===== config.mk =====
export PLATFORM = sky130hd
export DESIGN_NAME = sat_counter
export DESIGN_NICKNAME = d
export VERILOG_FILES = /design/src/rtl/sat_counter.sv
export SDC_FILE = /design/constraint.sdc
export NUM_CORES = 1
export LEC_CHECK = 0
export ABC_AREA = 1
export BUFFER_PORTS_ARGS = -buffer_cell sky130_fd_sc_hd__clkbuf_2
export CAP_MARGIN = 20
export CORE_AREA = 4 4 41 43
export CTS_CLUSTER_SIZE = 30
export DETAILED_ROUTE_END_ITERATION = 10
export DIE_AREA = 0 0 45 47
export PLACE_DENSITY_LB_ADDON = 0.2
export SLEW_MARGIN = 20
export SYNTH_ARGS = -nofsm -noshare
export SYNTH_HDL_FRONTEND = slang
export SYNTH_SLANG_ARGS = --single-unit

===== constraint.sdc =====
create_clock -name clk_in -period 1.16 [get_ports clk_in]
set_input_delay 0.116 -clock clk_in [delete_from_list [all_inputs] [get_ports clk_in]]
set_output_delay 0.116 -clock clk_in [all_outputs]
set_load 0.02 [all_outputs]

===== src/rtl/sat_counter.sv =====
// Saturating up-counter with synchronous active-high reset.
module sat_counter #(
  parameter int unsigned CNT_W = 8
) (
  input  logic             clk_in,
  input  logic             rst_in,
  input  logic             inc_in,
  output logic [CNT_W-1:0] cnt_out
);

  logic [CNT_W-1:0] cnt_q;

  always_ff @(posedge clk_in) begin
    if (rst_in) begin
      cnt_q <= '0;
    end else if (inc_in && (cnt_q != {CNT_W{1'b1}})) begin
      cnt_q <= cnt_q + {{(CNT_W-1){1'b0}}, 1'b1};
    end
  end

  assign cnt_out = cnt_q;

endmodule


==> summary.txt, run 1 <==
Synth
  – Mapped Nets: 81
  – Synth top area cells: dfxtp_1 (33%), nand2_1 (16%), nor2_1 (12%)
  – Most frequent cell after synthesis: nand2_1
  – Synth Register Bits: 8
  – Post-synth ARST share: 0%
  – Commonest cells in the netlist: nand2_1 (20), nor2_1 (15), inv_1 (9)
  – Yosys cell types: 15
  – Post-Synthesis Cell Area: 484.2 um2
  – Number of flops mapped to enable cells by yosys: 0
  – Synth warn: 0
  – Synth area leader: dfxtp_1
  – Seq/Total Area, Yosys: 33.07%
  – Post-synth top area share: 33.07%
  – Synth Area per Inst: 6.288 um2
  – Mapped Cells: 77
  – Ys flop type: dfxtp_1

Timing
  – RSZ-0062 raised after global routing: true
  – Worst slew pin tran: 0.2607 ns
  – Slew Limit Fails: 0
  – Final setup vio count: 0
  – Fmax: 0.9078 GHz
  – Slew HR: 82.62%
  – Final Cycle Share: 94.96%
  – Final WS setup: 0.05849 ns
  – Final Hold Vio Count: 0
  – Hold Slack: 0.1111 ns
  – Layout Skew: 0.006077 ns
  – Tmin final: 1.102 ns

GRT
  – Remaining global-route overflow: 0
  – Total global routing track utilization: 11.80%
  – Largest net degree at the start of global routing: 13
  – Initial antenna violation count: 0
  – First-pass GRT wire length: 1794 um
  – Vias in the first global route: 411

Power and ir drop
  – Combinational fraction of design power: 9.9%
  – Leak Pwr: 0.3172 nW
  – Peak supply drop: 547.4 uV
  – Int Power: 0.0004387 W
  – Sequential Power Share: 49.3%
  – Pwr Density: 961.7 nW/um2
  – Clk pwr share: 40.8%
  – Sw Pwr: 0.0001569 W
  – Switching portion of total power: 26.35%

Route
  – Number of DRC markers in iteration 0: 9
  – Wire per inst: 9.897 um
  – Drt pass-1 iters: 3
  – Routed length on met3: 44 um
  – DRC: 0
  – M1 WL: 503 um
  – Post-Route WL: 1059 um
  – Top sig layer: met4
  – Metal2 WL: 488 um
  – Vias per cell: 4.645
  – Total number of vias: 497
  – Detail Route Antenna Nets: 0

Setup path
  – Worst-case reg-to-reg path depth: 7
  – Worst-path maximum fanout: 11
  – Worst path bufs/invs: 2
  – Worst R2R End: cnt_out[2]
  – Setup Crit Path Kind: reg2reg
  – Setup crit start: cnt_out[0]
  – WP depth: 7
  – CP Cell Sequence: ha_4 -> nand3_2 -> inv_2 -> nand2_4 -> nand2_1 -> o21ai_1 -> inv_1
  – Worst EP arrival: 1.26 ns
  – R2R Path Start: cnt_out[0]
  – Setup crit end: cnt_out[2]
  – Worst setup SP type: flop
  – Crit-path leading delay family: flip-flops
  – Crit path required time: 1.32 ns
  – Slowest-stage cell, CP: dfxtp_4
  – R2R Setup Slk: 0.06 ns
  – Max stage delay on crit path: 0.37 ns
  – CP Capture Type: flop

Die
  – Die span in x: 45 um
  – IO Pins: 11
  – Row Count: 13
  – Die area: 2115 um2
  – Chip Height: 47 um
  – Starting density of the core: 37.21%
  – Core area: 1301 um2

Placed design
  – Routability cong.: 0.7610
  – Detailed Place HPWL: 789.5 um
  – Pre-CTS setup slack: 0.006589 ns
  – PortBufs: 10
  – Dpl cell area: 578.1 um2

Clock network
  – CTS clk-pin slew, worst paths: 0.06 ns
  – Clk sinks: 8
  – CTS tree: yes
  – CTS Hold Bufs: 0
  – Root Driver: clkbuf_4
  – Deepest clock path buffer count: 2
  – Total CTS buffers: 3
  – H-tree depth: 1
  – Clk_lat worst skew: 0.26 ns

Finish
  – Filler cells: 150
  – Synth-to-layout area growth: 27.91%
  – Register area: 171.4 um2
  – Post-route cell area: 619.3 um2
  – Multi-input gate area: 289.0 um2
  – Fin nets: 97
  – Ant. Diodes: 0
  – Largest register FFs: 8
  – Share of cells above drive strength 1: 34.78%

Status
  – Status: finished clean

Worst hold path
  – HP Start: rst_in
  – Hold WC Path Type: in2reg

Run
  – Max-cap violations: 0
==> worst register-to-register path: stages (launching register included) <==
cell and delay [ns]:
dfxtp_4 0.37, ha_4 0.16, nand3_2 0.08, inv_2 0.05, nand2_4 0.12, nand2_1 0.07
o21ai_1 0.12, inv_1 0.04
==> layer usage <==
layer | global-route usage [%] | up-vias
met5 | 0 | -
met4 | 8.772 | 0
met2 | 16.67 | 8
li1 | - | 269
met1 | 15.79 | 217
met3 | 2.299 | 3
==> logic make-up after synthesis <==
family / after synthesis / share of synthesized area (%)
adder cells (fa/ha/maj): 1 / 2.584
flip-flops: 8 / 33.07
AO/OA/AOI/OAI: 7 / 7.234
buffers and inverters: 13 / 12.40
AND/OR/NAND/NOR: 48 / 44.70
==> power by group through the flow <==
stage | clock (W) | combinational, W | sequential (W)
2_1_floorplan | 0 | 0.0000343 | 0.000306
3_3_place_gp | 0 | 0.0000578 | 0.000299
3_5_place_dp | 0 | 0.0000580 | 0.000299
4_1_cts | 0.000256 | 0.0000587 | 0.000293
5_1_grt | 0.000272 | 0.0000654 | 0.000294
6_report | 0.000243 | 0.0000588 | 0.000294
==> timing repair <==
item,CTS,global route
endpoints found under the setup margin,2,6
pin swaps,0,1
buffers inserted,0,0
gates resized for setup,1,4
==> area by class of cell <==
class	count	share of cell area, %
multi-input cells	56	46.67
clock buffers	4	4.242
inverters	11	6.667
repair buffers	13	11.72
well taps	15	3.030
flip-flops and latches	8	27.68
==> cell usage in the layout, fill, tap and decap left out <==
cell type  synthesis  routed
o21ai_1            1       1
nor2_1            15      15
inv_1              9       9
dfxtp_1            8       3
a21oi_1            6       4
nand3_2            2       2
clkbuf_4           0       3
nand3_1            7       7
inv_2              2       2
ha_4               0       1
clkbuf_2           0      10
dfxtp_2            0       3
nand2_4            0       1
nand3b_2           1       1
nand2_1           20      20
buf_4              1       3
dfxtp_4            0       2
clkbuf_1           0       1
nor2_2             2       2
a21oi_2            0       2
==> through the flow <==
step                power (W)  cells  util, %   TNS (ns)
floorplan           0.0003406     77        -          0
global placement    0.0003564    103    44.42          0
detailed placement  0.0003570    103    44.42          0
CTS                 0.0006072    107    46.83          0
global route        0.0006316    107    47.60  -0.005080
finish              0.0005956    107    47.60          0
==> how the worst min path moves through the flow <==
stage / to / slack (ns) / depth (start not counted)
final: cnt_out[2] / 0.11 / 4
after global routing: cnt_out[2] / 0.11 / 4
after CTS: cnt_out[2] / 0.11 / 4
after detailed placement: cnt_out[2] / 0.40 / 4
after global placement: cnt_out[2] / 0.39 / 4
after floorplan: cnt_out[2] / 0.28 / 3
No activity file was read; power rests on OpenSTA's default activity.
==> run 2: changes to the inputs <==
Settings changed: CAP_MARGIN 20 to not set, PLACE_DENSITY_LB_ADDON 0.2 to not set.
==> summary.txt, run 2 (synthesis results as in run 1) <==
Status
  – Status: finished clean

Clock network
  – Root Driver: clkbuf_4
  – CTS clk-pin slew, worst paths: 0.06 ns
  – Clk_lat worst skew: 0.26 ns
  – Total CTS buffers: 3
  – CTS tree: yes
  – H-tree depth: 1
  – Clk sinks: 8
  – Deepest clock path buffer count: 2

Power and ir drop
  – Int Power: 0.0004451 W
  – Peak supply drop: 544.3 uV
  – Clk pwr share: 39.4%
  – Sw Pwr: 0.0001552 W
  – Leak Pwr: 0.3261 nW
  – Sequential Power Share: 48.6%
  – Pwr Density: 883.5 nW/um2
  – Combinational fraction of design power: 12.0%
  – Switching portion of total power: 25.85%

Route
  – Drt pass-1 iters: 4
  – Post-Route WL: 1258 um
  – Total number of vias: 514
  – DRC: 0
  – Detail Route Antenna Nets: 0
  – Number of DRC markers in iteration 0: 8
  – Vias per cell: 4.716
  – Wire per inst: 11.54 um

Placed design
  – Routability cong.: 0.7149
  – Detailed Place HPWL: 814.6 um
  – PortBufs: 10
  – Pre-CTS setup slack: 0.008707 ns
  – Placed Instances: 103

Setup path
  – Slowest-stage cell, CP: dfxtp_4
  – CP Cell Sequence: ha_4 -> nand3_4 -> inv_4 -> nand2_8 -> a21oi_1 -> nor2_1
  – Worst-path maximum fanout: 6
  – CP Capture Type: flop
  – Max stage delay on crit path: 0.37 ns
  – Setup Crit Path Kind: reg2reg
  – Worst EP arrival: 1.27 ns
  – Crit path required time: 1.31 ns
  – Worst setup SP type: flop

Timing
  – Final Cycle Share: 96.25%
  – Final Hold Vio Count: 0
  – Fmax: 0.8957 GHz
  – Slew HR: 82.55%
  – Slew Limit Fails: 0
  – Tmin final: 1.116 ns
  – RSZ-0062 raised after global routing: true
  – Final WS setup: 0.04353 ns
  – Final setup vio count: 0
  – Layout Skew: 0.003424 ns
  – Worst slew pin tran: 0.2618 ns

Finish
  – Non-Filler Instances: 109
  – Synth-to-layout area growth: 40.31%
  – Most common cell after layout, fill and taps aside: nand2_1
  – Ant. Diodes: 0
  – Largest register FFs: 8
  – Fin nets: 99
  – Most frequent cells in the layout: nand2_1 (19), nor2_1 (14), clkbuf_2 (10)
  – Share of cells above drive strength 1: 41.49%

GRT
  – Met1 Resource Use GR: 14.45%
  – Layer with the highest usage: met2
  – Vias in the first global route: 454
  – First-pass GRT wire length: 1876 um
  – Largest net degree at the start of global routing: 13
  – Initial antenna violation count: 0
  – Met3 Track Usage GR: 6.130%
  – Remaining global-route overflow: 0
  – Total global routing track utilization: 12.84%
  – Global-route track usage on met2: 20.06%

Die
  – Die span in x: 45 um
  – Row Count: 13
  – Core area: 1301 um2
  – IO Pins: 11
  – Chip Height: 47 um
  – Die area: 2115 um2
  – Starting density of the core: 37.21%

Worst hold path
  – Hold WC Path Type: in2reg

Run
  – Max-cap violations: 0
## run 2: worst paths after layout
| check | from | endpoint | slack, ns | cells past startpoint |
|---|---|---|---|---|
| setup / recovery | cnt_out[1] | cnt_out[1] | 0.04 | 6 |
| hold / removal | rst_in | cnt_out[2] | 0.12 | 4 |
| setup reg to reg | cnt_out[1] | cnt_out[1] | 0.04 | 6 |
| hold reg to reg | cnt_out[6] | cnt_out[6] | 0.47 | 2 |
## run 2: power groups by stage
stage	Clock (W)	Combinational (W)	Sequential [W]
4_1_cts	0.000249	0.0000655	0.000290
6_report	0.000237	0.0000721	0.000291
3_3_place_gp	0	0.0000647	0.000296
2_1_floorplan	0	0.0000343	0.000306
3_5_place_dp	0	0.0000647	0.000297
5_1_grt	0.000273	0.0000791	0.000293
## run 2: final cells by class
type,count,area (um2)
inverters,11,43.79
clock buffers,4,26.28
well taps,15,18.77
fillers,133,621.8
repair buffers,14,80.08
flip-flops and latches,8,173.9
multi-input cells,57,336.6
## run 2: through the flow
step	util, %	hold WS [ns]	setup TNS, ns	total power (W)	instance area [um2]
after CTS	46.83	0.1281	0	0.0006048	609.3
after detailed placement	44.42	0.4043	0	0.0003613	578.1
after floorplan	-	0.2802	0	0.0003406	505.5
final	52.21	0.1187	0	0.0006002	679.4
after global placement	44.42	0.3929	0	0.0003611	578.1
after global routing	52.21	0.1272	-0.07555	0.0006448	679.4
## run 2: repair_timing
action                     in CTS  in global routing
gates cloned                    0                  1
buffers inserted                0                  1
hold buffers                    0                  0
setup endpoints to repair       1                  7
gates resized for setup         1                 14
pin swaps                       0                  4
## run 2: worst max-delay path, delay by kind of cell, from the launching register on
kind	cells	cell delay (ns)
simple gates	3	0.22
buf+inv	1	0.11
flops	1	0.37
fa+ha+maj	1	0.16
compound gates	1	0.14
## run 2: routing by layer
layer / vias to the layer above / wire length, um
met5: - / 0
met4: 0 / 22
met3: 4 / 64
met2: 13 / 633
met1: 220 / 538
li1: 277 / -
==> run 3: changes to the inputs <==
Settings changed: CAP_MARGIN set to 10, CTS_BUF_LIST set to sky130_fd_sc_hd__clkbuf_16.
==> summary.txt, run 3 (synthesis results as in run 1) <==
Timing
  – Layout Skew: 0.002693 ns
  – Slew HR: 82.34%
  – Slew Limit Fails: 0
  – Fmax: 0.8975 GHz
  – Final setup vio count: 0
  – Final Hold Vio Count: 0
  – Tmin final: 1.114 ns
  – Final Cycle Share: 96.05%
  – RSZ-0062 raised after global routing: true
  – Worst slew pin tran: 0.2650 ns

Placed design
  – Detailed Place HPWL: 814.6 um
  – PortBufs: 10
  – Dpl cell area: 578.1 um2
  – Routability cong.: 0.7149

Finish
  – Most common cell after layout, fill and taps aside: nand2_1
  – Filler cells: 141
  – Largest register FFs: 8
  – Fin nets: 97
  – Share of cells above drive strength 1: 33.70%
  – Synth-to-layout area growth: 39.53%
  – Post-route cell area: 675.6 um2
  – Most frequent cells in the layout: nand2_1 (20), nor2_1 (14), inv_1 (10), clkbuf_2 (10)
  – Ant. Diodes: 0

Setup path
  – Setup Crit Path Kind: reg2reg
  – Max stage delay on crit path: 0.37 ns
  – Worst-path maximum fanout: 11
  – Worst setup SP type: flop
  – Worst EP arrival: 1.24 ns
  – R2R Setup Slk: 0.05 ns
  – CP Cell Sequence: ha_4 -> nand3_2 -> inv_2 -> nand2_4 -> a21oi_1 -> nor2_1
  – R2R Path Start: cnt_out[1]
  – CP Capture Type: flop
  – Slowest-stage cell, CP: dfxtp_4
  – Worst R2R End: cnt_out[1]
  – Crit path required time: 1.28 ns
  – Worst-case reg-to-reg path depth: 6

Die
  – Die area: 2115 um2
  – Chip Height: 47 um
  – Starting density of the core: 37.21%
  – Core area: 1301 um2
  – Die span in x: 45 um
  – IO Pins: 11
  – Row Count: 13

Route
  – Drt pass-1 iters: 6
  – Metal2 WL: 557 um
  – DRC: 0
  – Total number of vias: 502
  – Post-Route WL: 1141 um
  – Wire per inst: 10.66 um
  – Number of DRC markers in iteration 0: 10
  – Routed length on met3: 82 um
  – Top sig layer: met4
  – Vias per cell: 4.692
  – Detail Route Antenna Nets: 0
  – M1 WL: 488 um

Power and ir drop
  – Peak supply drop: 980.5 uV
  – Pwr Density: 1412 nW/um2
  – Leak Pwr: 0.3432 nW
  – Power Total: 0.0009537 W

Worst hold path
  – HP Start: rst_in
  – Worst Hold Depth: 4
  – Worst Hold End: cnt_out[2]
  – Hold WC Path Type: in2reg

Clock network
  – Root Driver: clkbuf_16
  – Clk_lat worst skew: 0.23 ns
  – CTS clk-pin slew, worst paths: 0.04 ns
  – Deepest clock path buffer count: 2
  – Total CTS buffers: 3
  – CTS tree: yes
  – Setup Fix Bufs, Post-CTS: 0
  – H-tree depth: 1
  – Clk sinks: 8

Run
  – Max-cap violations: 0

GRT
  – Largest net degree at the start of global routing: 13
  – Vias in the first global route: 434
  – First-pass GRT wire length: 1883 um
  – Total global routing track utilization: 12.91%
  – Remaining global-route overflow: 0
  – Initial antenna violation count: 0

Status
  – Status: finished clean
[run 3: cell type report]
type	count	area, um2	share of cell area (%)
multi-input combinational	56	294.0	43.52
sequential	8	170.2	25.19
clock buffer	3	75.07	11.11
timing repair buffer	13	72.57	10.74
inverter	11	41.29	6.111
tap	15	18.77	2.778
clock inverter	1	3.754	0.5556
[run 3: how the worst max path moves through the flow]
stage,cells past startpoint,endpoint,start
after CTS,7,cnt_out[2],cnt_out[1]
after detailed placement,7,cnt_out[2],cnt_out[1]
after global placement,7,cnt_out[2],cnt_out[1]
after floorplan,6,cnt_out[3],cnt_out[3]
final,6,cnt_out[1],cnt_out[1]
after global routing,6,cnt_out[3],cnt_out[1]
[run 3: timing repair]
action	in CTS	in global routing
gates resized for setup	0	5
hold buffers	0	0
setup endpoints to repair	0	7
[run 3: metrics by stage]
stage                     setup slack, ns  TNS, ns  hold WS (ns)  util [%]  cells
after global placement            0.02635        0        0.3929     44.42    103
after CTS                       0.0003987        0        0.1628     50.48    107
after floorplan                 0.0006731        0        0.2802         -     77
final                             0.04581        0        0.1632     51.92    107
after detailed placement         0.008707        0        0.4043     44.42    103
after global routing             -0.03706  -0.1423        0.1796     51.92    107
[run 3: critical path, delay by kind of cell (launching register included)]
kind	cells	cell delay (ns)
AOI/OAI and AO/OA	1	0.16
and+or+nand+nor	3	0.24
DFF	1	0.37
buffers and inverters	1	0.09
adders and majority gates	1	0.14
[run 3: metal layers]
| metal | track usage [%] | up-vias |
|---|---|---|
| met5 | 0 | - |
| met4 | 5.263 | 0 |
| met3 | 7.280 | 2 |
| met2 | 20.06 | 16 |
| met1 | 14.65 | 219 |
| li1 | - | 265 |
[run 3: power by group]
part,switching (W),leakage [nW],internal [W]
clock network,0.000145,0.0423,0.000450
logic,0.0000388,0.234,0.0000273
registers,0.00000980,0.0672,0.000283
